===== src/rtl/dir_select_ctrl.sv =====
// dir_select_ctrl: synchronises and debounces the UP/DOWN push-buttons and
// drives single-cycle set/reset pulses into the counter's direction latch.
module dir_select_ctrl #(
    parameter int DEBOUNCE_CYCLES = 1000000
) (
    input  logic clk,
    input  logic rst,
    input  logic btn_up,
    input  logic btn_down,
    output logic set_o,
    output logic reset_o,
    output logic dir,
    output logic conflict
);

    localparam int CNT_W = $clog2(DEBOUNCE_CYCLES);
    localparam logic [CNT_W-1:0] CNT_LAST = CNT_W'(DEBOUNCE_CYCLES - 1);

    // Bit 0 carries the UP button, bit 1 the DOWN button, in every vector below.
    logic [1:0]       btn_raw;
    logic [1:0]       sync_meta;
    logic [1:0]       sync_q;
    logic [1:0]       stb;
    logic [1:0]       accept;
    logic [1:0]       press;
    logic [CNT_W-1:0] cnt [2];

    assign btn_raw = {btn_down, btn_up};

    always_ff @(posedge clk) begin
        if (rst) begin
            sync_meta <= '0;
            sync_q    <= '0;
        end else begin
            sync_meta <= btn_raw;
            sync_q    <= sync_meta;
        end
    end

    // An accept fires on the edge where the level has differed for a full count.
    always_comb begin
        accept = '0;
        press  = '0;
        for (int i = 0; i < 2; i++) begin
            accept[i] = (sync_q[i] != stb[i]) && (cnt[i] == CNT_LAST);
            press[i]  = accept[i] && sync_q[i];
        end
    end

    always_ff @(posedge clk) begin
        for (int i = 0; i < 2; i++) begin
            if (rst) begin
                stb[i] <= 1'b0;
                cnt[i] <= '0;
            end else if (sync_q[i] == stb[i]) begin
                cnt[i] <= '0;
            end else if (accept[i]) begin
                stb[i] <= sync_q[i];
                cnt[i] <= '0;
            end else begin
                cnt[i] <= cnt[i] + 1'b1;
            end
        end
    end

    // Simultaneous presses are flagged and suppressed so S and R never overlap.
    always_ff @(posedge clk) begin
        if (rst) begin
            set_o    <= 1'b0;
            reset_o  <= 1'b0;
            conflict <= 1'b0;
            dir      <= 1'b1;
        end else begin
            set_o    <= press[0] && !press[1];
            reset_o  <= press[1] && !press[0];
            conflict <= press[0] && press[1];
            if (press[0] && !press[1]) begin
                dir <= 1'b1;
            end else if (press[1] && !press[0]) begin
                dir <= 1'b0;
            end
        end
    end

endmodule


===== config.mk =====
export PLATFORM = sky130hd
export DESIGN_NAME = dir_select_ctrl
export DESIGN_NICKNAME = d
export VERILOG_FILES = /design/src/rtl/dir_select_ctrl.sv
export SDC_FILE = /design/constraint.sdc
export NUM_CORES = 1
export LEC_CHECK = 0
export BUFFER_PORTS_ARGS = -buffer_cell sky130_fd_sc_hd__buf_2
export CAP_MARGIN = 20
export CORE_AREA = 2 2 89 74
export CTS_BUF_LIST = sky130_fd_sc_hd__clkbuf_8
export CTS_CLUSTER_SIZE = 16
export DETAILED_ROUTE_END_ITERATION = 16
export DIE_AREA = 0 0 91 76
export GPL_ROUTABILITY_DRIVEN = 0
export GPL_TIMING_DRIVEN = 0
export REMOVE_ABC_BUFFERS = 1
export SLEW_MARGIN = 20
export SYNTH_ARGS = -nofsm -noshare
export SYNTH_HDL_FRONTEND = slang
export SYNTH_SLANG_ARGS = --single-unit

===== constraint.sdc =====
create_clock -name clk -period 4.7 [get_ports clk]
set_clock_uncertainty 0.1 [all_clocks]
set_input_delay 0.94 -clock clk [delete_from_list [all_inputs] [get_ports clk]]
set_output_delay 0.94 -clock clk [all_outputs]
set_load 0.02 [all_outputs]

After elaboration in Yosys (flattened, before gate mapping)

Memories as Yosys holds them, arrays and structs flattened.
Index checks and enable logic that the tools add are counted.

Bits in registers: 10
Memory bits (writable): 40
Logic and storage cells: 67
Memories: 1

Memories:

| name | words | width | read ports | clocked after Yosys merged registers in | wr ports | RTL line | source |
|---|---|---|---|---|---|---|---|
| cnt  | 2     | 20    | 2          | 0                                       | 2        | 26       | `logic [CNT_W-1:0] cnt [2];` |

Add/sub/neg operators: 2
Eq/ne operators: 6
Mux-type cells: 30
Bitwise operators: 8
Reductions and logical operators: 12

Operators with widths:

| kind                                          | number |
|---|---|
| two-way mux 20 bit                            | 6 |
| adder 20 x 1 -> 20 bit, second input constant | 2 |
| == test 20 bit, second input constant         | 2 |
| two-way mux 1 bit                             | 24 |
| logical AND 1 bit                             | 7 |
| bitwise OR 1 bit                              | 6 |
| AND reduction 2 bit                           | 2 |
| == test 1 bit                                 | 2 |
| zero test 1 bit                               | 2 |
| inequality test 1 bit                         | 2 |
| NOT 1 bit                                     | 2 |
| OR reduction 2 bit                            | 1 |

Depth between registers and ports, before layout

Word-level depth: 8
Gate-level depth with buffers: 6

Worst setup path after synthesis

OpenSTA, ideal clock, no wires.

Kind: reg2reg
Start point: memory cnt[0][0] (netlist bit)
End point: memory cnt[0][16] (netlist bit), data pin
Library setup time: 141 ps
Arrival time: 1981 ps
Required time: 4459 ps
Setup slack: 2479 ps
Cell stages (with the launch flop): 7
Buffers on the path: 1
Cells stage by stage: edfxtp_1 > ha_1 > nand2_1 > or4_1 > buf_2 > or4_4 > a21oi_2

RTL lines:

| element     | RTL line |
|---|---|
| from (decl) | 26 |

==> run_results.csv <==
group,metric,value,unit
run_status,status,"complete, no violations",
timing,finalHoldViolCount,0,
place,dpl-instance-area,0.00287,mm^2
die,num_io_pins,8,
cts,postCtsSetupBuffers,0,
critical_path,required,4.61,ns
route,drt_pass1_iterations,4,
layout,num_antenna_cells,0,
global_route,antenna_found_initial,0,
synth,synthFlopType,"edfxtp_1",
power,swShare,23.2,%
critical_path,crit_path_top_delay_cell,"o21ai_2",
route,ant_nets,0,
power,power_frac_clock,31.5,%
synth,ys_ff_latch,50,
route,routed_wirelength,4520,um
route,vias_per_cell,4.85,
die,die_w,91,um
die,rows,26,
synth,seq_area_frac_synth,53.8,%
route,num_vias,1864,
timing,worst_pin_slew,0.815,ns
power,p_seq_share,63.9,%
critical_path,crit_family,"compound AO/OA/AOI/OAI gates",
timing,fin_tns_setup,0,ns
power,p_sw,0.186,mW
power,p_leak,0.953,nW
critical_path,ff2ff_path_depth,5,
power,p_comb_share,4.6,%
critical_path,critPathKind,"reg -> reg",
timing,min_period,2.57,ns
layout,utilization,48.4,%
synth,yosys_warnings,0,
critical_path,arrival,2.48,ns
critical_path,worst-path-buf-inv,0,
flow_run,drv_cap,0,
global_route,grt_usage,14.9,%
layout,area_delta_synth_final,13.6,%
route,wl_met3,115,um
timing,setup_viol,0,
route,wl_per_cell,11.8,um
cts,clk_path_buf_depth,2,
synth,netlist_instances,253,
cts,cts_root_buf,"clkbuf_8",
layout,nets,305,
global_route,grt_pass1_vias,1807,
synth,ys_types,39,
timing,rsz0062_at_grt,"false",
die,start_util,42.6,%
place,port_buffers,7,
timing,drv_slew,0,
timing,fin_crit_sh,54.7,%
route,topRoutingLayerUsed,"met4",
hold_path,hold_class,"reg -> reg",
cts,cts_tree,"built",
route,drc,0,
critical_path,endpoint_kind,"flop",
die,die_y,76,um
cts,postCtsHoldBufs,0,
die,core,0.00612,mm^2
global_route,grt_start_max_net_pins,19,
layout,multiInputGateArea,0.00128,mm^2
cts,clk-insertion-delay-late,0.30,ns
power,p_int,0.614,mW
layout,register_area,0.00140,mm^2
route,wl_met2,1910,um
cts,clkTransAtPathRegs,0.10,ns
cts,cts_resized,0,
synth,synth_edf_count,40,
cts,htreeDepth,2,
route,drt-met1-wl,2440,um
synth,syn_avg_cell_area,10.3,um^2
die,die_area,0.00692,mm^2
critical_path,crit_fanout,18,
timing,fmax,0.389,GHz
synth,synth_area,0.00261,mm^2
global_route,grt_pass1_wl,8320,um
layout,n_fill_cell,590,
place,dp_hpwl,3290,um
critical_path,crit_cells,5,
synth,synthArstFlopShare,0,%
timing,maxSlewHeadroom,45.6,%
cts,cts_buffers,5,
route,drt_iter0_markers,122,
critical_path,cp_slowest_stage_delay,0.66,ns
global_route,grt.overflow.total,0,
hold_path,hold_depth,1,
cts,clock-sinks,50,
critical_path,critPathLaunchType,"flop",
critical_path,crit_chain,"ha_1 -> nand2_1 -> or4_1 -> o21ai_2 -> a21oi_1",
power,power_density,270,mW/mm^2
power,ir_worst_vdd,87.0,uV
layout,final_layout_size_suffix_gt1_share,9.00,%
layout,fin_area,0.00296,mm^2
[placed cells by master (no fill, tap or decap), types with 3 or more instances in the layout]
cell type	synthesis	routed
nand4_1	4	4
xnor2_1	21	21
or4_1	8	8
clkbuf_8	0	5
nor3_1	8	8
nor4_1	7	7
edfxtp_1	40	40
nand2_1	18	18
o31ai_1	6	6
dfxtp_1	10	10
or3_1	8	8
nor2_1	30	30
o21ai_0	11	10
buf_2	5	7
nor2b_1	5	5
a21oi_1	14	14
inv_1	9	9
xor2_1	4	4
conb_1	1	40
nand3_1	13	13
or2_2	3	3
nor4b_1	5	5
[sequential cells by signal, summed over array words and instances, names as in the netlist]
register and cells:
cnt 40, sync_q 2, set_o 1, sync_meta 2
dir 1, stb 2, conflict 1, reset_o 1
[per-stage QoR]
step                      cells  setup slack [ns]  total power [mW]  hold slack (ns)
after CTS                   384              2.09             0.812            0.356
after global placement      375              1.00             0.556            0.328
after global routing        384              1.87             0.840            0.359
final                       384              2.13             0.799            0.348
after floorplan             284              1.86             0.545            0.314
after detailed placement    376              2.10             0.557            0.326
[logic make-up (layout without fill, tap and decap cells)]
kind of cell,after synthesis,after routing,share of synthesized area [%]
simple gates,122,122,25.8
flops,50,50,53.8
compound gates,36,36,8.21
other cells,1,40,0.144
buf+inv,17,25,2.69
xor+xnor,25,25,8.40
fa+ha+maj,2,2,0.960
[path summary, 6_finish.rpt]
| path | endpoint | start | slack (ns) |
|---|---|---|---|
| worst max-delay path | cnt[0][17] | cnt[0][0] | 2.13 |
| worst min-delay path | sync_q[1] | sync_meta[1] | 0.35 |
| worst max register to register | cnt[0][17] | cnt[0][0] | 2.13 |
| worst min register to register | sync_q[1] | sync_meta[1] | 0.35 |
[cell usage after synthesis (all sizes together), types with 2 or more instances]
cell type / n / area, um^2
nor4b: 5 / 43.8
clkbuf: 3 / 11.3
inv: 9 / 33.8
nor3: 8 / 40.0
nor2b: 5 / 31.3
nor4: 7 / 43.8
o21ai: 12 / 63.8
o31ai: 6 / 45.0
or3: 9 / 57.6
buf: 5 / 25.0
nor2: 30 / 113
nand3: 14 / 75.1
nand4: 5 / 37.5
edfxtp: 40 / 1200
xnor2: 21 / 184
a21oi: 15 / 78.8
or4: 10 / 82.6
ha: 2 / 25.0
and2: 2 / 12.5
or2: 3 / 18.8
nand2: 18 / 67.6
dfxtp: 10 / 200
xor2: 4 / 35.0
[cell type report]
class                   instances  share of cell area (%)
inverters                       9                    1.14
repair buffers                  8                    1.56
clock inverters                 3                   0.676
clock buffers                   5                    2.32
flip-flops and latches         50                    47.3
multi-input cells             225                    43.4
well taps                      84                    3.55
[worst register-to-register path, delay by kind of cell, from the launching register on]
family,cells,cell delay [ns]
DFF,1,0.45
adders and majority gates,1,0.24
and+or+nand+nor,2,0.72
AOI/OAI and AO/OA,2,0.78
[layer usage]
layer	track usage [%]	vias to the layer above
li1	-	981
met1	20.7	864
met2	22.7	15
met3	3.26	4
met4	5.91	0
met5	0	-
[power groups by stage]
stage / registers [mW] / logic (mW) / clock network (mW)
global placement: 0.521 / 0.0352 / 0
detailed placement: 0.521 / 0.0359 / 0
floorplan: 0.516 / 0.0286 / 0
CTS: 0.511 / 0.0362 / 0.265
global route: 0.515 / 0.0441 / 0.281
finish: 0.511 / 0.0367 / 0.252
No activity file was read; power rests on OpenSTA's default activity.
